--- src/rtl/sdm_access_scheduler.sv ---
// sdm_access_scheduler
//   Arbitrates trainer writes and query reads onto a single SDM port.
//   When both are pending it alternates between them (round robin).
//   A read waits up to TIMEOUT cycles for the SDM response and is then
//   aborted with rd_timeout set.
//
// Ports
//   clk, rstb                      clock; synchronous active-high reset
//   wr_req/wr_addr -> wr_ack       write request, held until its ack pulse
//   rd_req/rd_addr -> rd_ack       read request, held until its ack pulse
//   rd_done/rd_success/rd_timeout/rd_data
//                                  read result, valid while rd_done=1
//   train_en                       gates write grants
//   sdm_valid/sdm_wnr/sdm_address  command to the SDM
//   sdm_read_valid/sdm_read_success/sdm_data
//                                  read response from the SDM
//   busy                           high whenever the FSM is not in IDLE
//   wr_count                       saturating count of issued writes
module sdm_access_scheduler #(
   parameter int BIT_WIDTH     = 8,
   parameter int TIMEOUT       = 15,
   parameter int TO_WIDTH      = 4,
   parameter int COUNTER_WIDTH = 8
) (
   input  logic                     clk,
   input  logic                     rstb,
   input  logic                     wr_req,
   input  logic [BIT_WIDTH-1:0]     wr_addr,
   output logic                     wr_ack,
   input  logic                     rd_req,
   input  logic [BIT_WIDTH-1:0]     rd_addr,
   output logic                     rd_ack,
   output logic                     rd_done,
   output logic                     rd_success,
   output logic                     rd_timeout,
   output logic [BIT_WIDTH-1:0]     rd_data,
   input  logic                     train_en,
   output logic                     sdm_valid,
   output logic                     sdm_wnr,
   output logic [BIT_WIDTH-1:0]     sdm_address,
   input  logic                     sdm_read_valid,
   input  logic                     sdm_read_success,
   input  logic [BIT_WIDTH-1:0]     sdm_data,
   output logic                     busy,
   output logic [COUNTER_WIDTH-1:0] wr_count
);

   typedef enum logic [2:0] {IDLE, WRITE, READ_ISSUE, READ_WAIT, RESP} state_t;

   // Counter value during the last permitted READ_WAIT cycle.
   localparam logic [TO_WIDTH-1:0]      TO_LAST = TO_WIDTH'(TIMEOUT - 1);
   localparam logic [COUNTER_WIDTH-1:0] WC_MAX  = '1;

   state_t              state;
   logic                last_wr;   // 1: last grant was a write
   logic [TO_WIDTH-1:0] to_cnt;
   logic                wr_cand;
   logic                rd_pick;

   assign wr_cand = wr_req & train_en;
   // Read wins when it is the only candidate, or under contention when
   // the previous grant went to the writer.
   assign rd_pick = rd_req & (~wr_cand | last_wr);

   always_ff @(posedge clk) begin
      if (rstb) begin
         state       <= IDLE;
         last_wr     <= 1'b1;
         to_cnt      <= '0;
         wr_count    <= '0;
         wr_ack      <= 1'b0;
         rd_ack      <= 1'b0;
         rd_done     <= 1'b0;
         rd_success  <= 1'b0;
         rd_timeout  <= 1'b0;
         rd_data     <= '0;
         sdm_valid   <= 1'b0;
         sdm_wnr     <= 1'b0;
         sdm_address <= '0;
         busy        <= 1'b0;
      end else begin
         case (state)
            IDLE: begin
               if (rd_pick) begin
                  state       <= READ_ISSUE;
                  last_wr     <= 1'b0;
                  sdm_valid   <= 1'b1;
                  sdm_wnr     <= 1'b0;
                  sdm_address <= rd_addr;
                  rd_ack      <= 1'b1;
                  busy        <= 1'b1;
               end else if (wr_cand) begin
                  state       <= WRITE;
                  last_wr     <= 1'b1;
                  sdm_valid   <= 1'b1;
                  sdm_wnr     <= 1'b1;
                  sdm_address <= wr_addr;
                  wr_ack      <= 1'b1;
                  busy        <= 1'b1;
               end
            end
            WRITE: begin
               // The write is committed once here; train_en no longer matters.
               state     <= IDLE;
               sdm_valid <= 1'b0;
               sdm_wnr   <= 1'b0;
               wr_ack    <= 1'b0;
               busy      <= 1'b0;
               if (wr_count != WC_MAX) wr_count <= wr_count + 1'b1;
            end
            READ_ISSUE: begin
               state     <= READ_WAIT;
               sdm_valid <= 1'b0;
               rd_ack    <= 1'b0;
               to_cnt    <= '0;
            end
            READ_WAIT: begin
               to_cnt <= to_cnt + 1'b1;
               // A response in the final cycle still beats the timeout.
               if (sdm_read_valid) begin
                  state      <= RESP;
                  rd_done    <= 1'b1;
                  rd_success <= sdm_read_success;
                  rd_timeout <= 1'b0;
                  rd_data    <= sdm_data;
               end else if (to_cnt == TO_LAST) begin
                  state      <= RESP;
                  rd_done    <= 1'b1;
                  rd_success <= 1'b0;
                  rd_timeout <= 1'b1;
                  rd_data    <= '0;
               end
            end
            RESP: begin
               state      <= IDLE;
               rd_done    <= 1'b0;
               rd_success <= 1'b0;
               rd_timeout <= 1'b0;
               rd_data    <= '0;
               busy       <= 1'b0;
            end
            default: begin
               state <= IDLE;
               busy  <= 1'b0;
            end
         endcase
      end
   end

endmodule

--- config.mk ---
export PLATFORM = sky130hd
export DESIGN_NAME = sdm_access_scheduler
export DESIGN_NICKNAME = d
export VERILOG_FILES = /design/src/rtl/sdm_access_scheduler.sv
export SDC_FILE = /design/constraint.sdc
export NUM_CORES = 1
export LEC_CHECK = 0
export CAP_MARGIN = 20
export CORE_MARGIN = 1.5
export CORE_UTILIZATION = 44
export CTS_CLUSTER_SIZE = 24
export DETAILED_ROUTE_END_ITERATION = 10
export PLACE_DENSITY = 0.9
export SLEW_MARGIN = 20
export SYNTH_ARGS = -nofsm -noshare
export SYNTH_HDL_FRONTEND = slang
export SYNTH_SLANG_ARGS = --single-unit
--- constraint.sdc ---
create_clock -name clk -period 2 [get_ports clk]
set_input_delay 0.4 -clock clk [delete_from_list [all_inputs] [get_ports clk]]
set_output_delay 0.4 -clock clk [all_outputs]
set_load 0.05 [all_outputs]
# After elaboration in Yosys (flattened, before gate mapping)
# Index checks and enable logic that the tools add are counted.
# classes
n_addsub	2
eq_ne	11
n_mux	29
bitwise_logic	5
n_reduce_logical	18
# ops
operator	count
$mux W8	4
$pmux W1 S2	8
$pmux W8 S2	1
$reduce_and A2 Y1	8
$mux W3	4
$reduce_bool A2 Y1	6
$mux W1	10
$pmux W3 S3	1
$add A8 B1 Y8 const B	1
$ne A8 B8 Y1 const B	1
$pmux W4 S2	1
$eq A3 B2 Y1 const B	2
$ne A2 B2 Y1 const B	3
$ne A3 B3 Y1 const B	2
$add A4 B1 Y4 const B	1
$eq A4 B4 Y1 const B	1
$reduce_or A2 Y1	2
$eq A3 B1 Y1 const B	1
$eq A3 B3 Y1 const B	1
$logic_not A3 Y1	1
$reduce_and A3 Y1	1
$and A1 B1 Y1	2
$not A1 Y1	2
$or A1 B1 Y1	1
# totals
register_bits	40
inputBits	31
out_inout_bits	32
word_cells	79

# Logic depth before layout (Yosys ltp)
# logic_depth
ltp_word	6
depth_mapped	6
depth_no_buf	6

# Worst setup path after synthesis
# Ideal clock, no wire load.
# synth_path
path_kind	flip-flop to flip-flop
startpoint	reg wr_count[0]
endpoint	reg wr_count[1]
setup_time_ns	0.128
arrival_time_ns	1.794
required_time_ns	1.872
path_slack_ns	0.078
path_stages_with_launch	6
n_path_buf	0
synth_period_minus_slack_ns	1.922
path_cell_list	dfxtp_1 ha_1 nand2_1 o31ai_1 mux2i_1 nor2_1
# synth_via
elab_chain_cells	2
word_cells_on_any_way	3
cone_classes	add/sub (1); eq/ne (1); reduce/logical (1)
# synth_lines
item	line_no	text
start: declaration	45	output logic [COUNTER_WIDTH-1:0] wr_count
start signal: assignment	109	if (wr_count != WC_MAX) wr_count <= wr_count + 1'b1;
parallel branches: the longest is 2 deep, another holds $add A8 B1 Y8	-	
# Parallel ways; which one is timed is not known.
# A chain may end at the register's enable or synchronous reset.

# Worst setup path after layout
# layout_path
startpoint	reg wr_count[6]
endpoint	out wr_count[6]
# No word-level cell between the ends.

==> results by group <==
Run status
  – Status: finished clean

STA
  – Tightest Pin Transition: 0.622 ns
  – Tcrit/Tclk final: about 96%
  – Slew Limit Fails: 0
  – Relative slew slack: between 50% and 60%
  – Unrepaired setup endpoints after global routing: false
  – Setup tns final: 0 ns
  – Final Hold Fails: 0
  – Setup Skew: about 0.0052 ns
  – Fmax: a little over 0.5 GHz
  – Final setup violation count: 0
  – Final min period: slightly below 2 ns

Yosys
  – Post-Syn Area: between 1500 and 2000 µm²
  – Cells after Synth: about 190
  – Post-synthesis async set-or-reset flop share: 0%
  – Syn avg cell area: about 9 µm²
  – Synth area leader: dfxtp_1
  – Synth Register Bits: 40
  – Post-synth EDFFs: 0
  – Seq/Total Area, Yosys: a little under half
  – Syn Nets: approximately 230
  – Synth warn: 0
  – Synth top area cells: dfxtp_1 (47%), nor2_1 (6.6%), nand2_1 (5.1%)
  – Synth unique cells: 39
  – Synth top area share: about 47%
  – Most used DFF post-synth: dfxtp_1

Setup path
  – Delay-heaviest family, CP: buffers and inverters
  – Reg2reg path depth: 5
  – WP buf/inv: 1
  – Required @ worst endpoint: 1.60 ns
  – RR Endpoint: wr_count[1]$_SDFFE_PP0P_
  – Arr. time, crit path: 1.53 ns
  – Reg2Reg Launch Point: wr_count[0]$_SDFFE_PP0P_
  – Slowest stage cell, crit path: clkdlybuf4s50_1
  – Worst path cell trace: clkdlybuf4s50_1
  – Critical Path End Type: output pin
  – Worst Path Class, Setup: register to output pin
  – Critical path peak fanout: 5
  – Crit start category: register
  – CP max stage delay: roughly 0.83 ns
  – Reg2Reg Setup Slack: a little under 0.3 ns

Pwr
  – Combinational share of power: about a quarter
  – Clock Power Share: between 20% and 30%
  – Sequential Power Share: 47.3%
  – Max rail drop VDD: between 0.3 and 0.4 mV
  – Int Pwr: around 0.0013 W
  – Leakage: ~0.96 nW
  – PwrDens: between 700 and 800 nW/µm²
  – Sw power: slightly below 0.0006 W
  – Sw Share: 31.6%

Cells and area
  – Multi-input gate area: roughly 850 µm²
  – Fill count: just over 300
  – Seq. cell area: about 800 µm²
  – Nets: between 200 and 300
  – Final Non-Filler Cells: slightly above 300
  – Layout area overhead: 46.0%
  – Most frequent cells in the layout: clkdlybuf4s50_1 (61), dfxtp_1 (40), nor2_1 (30), nand2_1 (23), a21oi_1 (16)
  – Most common cell after layout, fill and taps aside: clkdlybuf4s50_1
  – Final instance area: approximately 2500 µm²
  – Layout cells sized above 1: around a tenth
  – Inserted Diodes: 0

Clocking
  – Sink Count: 40
  – Root Driver: clkbuf_8
  – Num CTS Buffers: 5
  – Maximum clock path buffer count: 2
  – CTS tree: done
  – Worst-path clk slew: 0.08 ns
  – Clk Latency, worst-skew pair: around 0.3 ns
  – Cts hold-fix bufs: 0
  – H-tree Lvls: 2

Route
  – Drt pass-1 iters: 4
  – Number of DRC markers in iteration 0: 93
  – DR vias: ~1700
  – DRT antenna net count: 0
  – WL final: roughly 4.2 mm
  – Avg WL per Cell: around 13 µm
  – Residual DRC count: 0
  – Drt via density: between 5 and 6

Global routing
  – Initial antenna violation count: 0
  – First-pass GRT wire length: 6.87 mm
  – GR Overflow Total: 0
  – Largest net degree at the start of global routing: 17
  – Total Routing Usage GR: just over 20%
  – Vias in the first global route: between 1500 and 2000

Die
  – Full die area: about 4300 µm²
  – Core ar.: around 3700 µm²
  – Row cnt: 22
  – Die X: 65.3 µm
  – Initial Util: between 40% and 50%
  – Die Y: about 65 µm
  – Io pins: 63

Min path
  – Worst min path class: register to register
  – Hold path startpoint: rd_done$_SDFFE_PP0P_
  – Hold-critical path depth: 2
  – Hold Path End: rd_done$_SDFFE_PP0P_

Placement
  – Placed cell area: between 2000 and 2500 µm²
  – Final HPWL DP: 2.96 mm
  – PortBufs: between 60 and 70
  – Placed insts: 302
  – RD Place Congestion: 0.865

Run
  – Max-Cap Viols: 0
final cells by class:
cell class	count	area share, %
timing repair buffer	71	27.7
multi-input combinational	141	34.3
inverter	2	0.302
tap	48	2.41
clock buffer	6	2.91
clock inverter	1	0.201
sequential	40	32.2
worst max-delay path by stage:
stage	from	to	slack, ns	cells past startpoint
after floorplan	wr_count[0]$_SDFFE_PP0P_	wr_count[1]$_SDFFE_PP0P_	0.08	5
after global routing	wr_count[6]$_SDFFE_PP0P_	wr_count[6]	0.01	1
after global placement	wr_req	sdm_address[1]$_SDFFE_PP0P_	0.22	6
final	wr_count[6]$_SDFFE_PP0P_	wr_count[6]	0.07	1
after CTS	wr_count[5]$_SDFFE_PP0P_	wr_count[5]	0.04	1
after detailed placement	wr_req	sdm_address[5]$_SDFFE_PP0P_	0.13	6
synthesized netlist by cell type, types with 2 or more instances:
master and n:
a311oi_1 8, nand3_1 3, clkbuf_1 4, nand3b_1 2, nor2_1 30, dfxtp_1 40
ha_1 3, inv_1 2, a22o_1 9, nor3_1 6, or2_2 2, nor4_1 3
and2_1 4, buf_2 4, a21oi_1 16, a31oi_1 3, nand2_1 23, o21ai_0 8
mux2i_1 2, a211oi_1 2
per-layer routing:
layer	wire length (µm)	global-route usage [%]
met5	0	0
met4	57	7.55
met3	325	7.71
met2	1900	33.8
met1	1880	25.0
cell families (layout without fill, tap and decap cells):
group,after synthesis,after routing,share of synthesized area (%)
xor+xnor,1,1,0.514
mux,2,2,1.17
buf+inv,12,80,3.37
simple gates,82,82,23.7
compound gates,53,53,22.1
fa+ha+maj,3,3,2.20
flops,40,40,47.0
worst min-delay path: stages, from the launching register on:
cell     delay [ns]
dfxtp_1        0.32
nand2_1        0.06
a21oi_1        0.05
stage by stage:
stage	setup WS [ns]	hold slack [ns]	util [%]	power, W
2_1_floorplan	0.0779	0.461	-	0.00120
3_3_place_gp	0.222	0.460	65.3	0.00137
3_5_place_dp	0.133	0.455	65.3	0.00139
4_1_cts	0.0383	0.477	67.4	0.00189
5_1_grt	0.0109	0.500	67.5	0.00196
6_report	0.0704	0.477	67.5	0.00188
power by group through the flow:
stage / sequential [W] / combinational [W] / clock, W
4_1_cts: 0.000886 / 0.000482 / 0.000520
3_5_place_dp: 0.000904 / 0.000481 / 0
3_3_place_gp: 0.000903 / 0.000471 / 0
2_1_floorplan: 0.00104 / 0.000161 / 0
5_1_grt: 0.000895 / 0.000515 / 0.000553
6_report: 0.000887 / 0.000481 / 0.000507
registers in the layout (all words and copies together), names as in the netlist:
signal / flops
wr_ack: 1
sdm_valid: 1
busy: 1
last_wr: 1
rd_data: 8
state: 3
to_cnt: 4
rd_success: 1
rd_ack: 1
rd_timeout: 1
sdm_wnr: 1
sdm_address: 8
wr_count: 8
rd_done: 1
timing repair:
action                     in CTS  in global routing
setup endpoints to repair       0                  1
gates resized for setup         0                  1
buffers inserted                0                  0
Power figures use the tool's default switching activity.
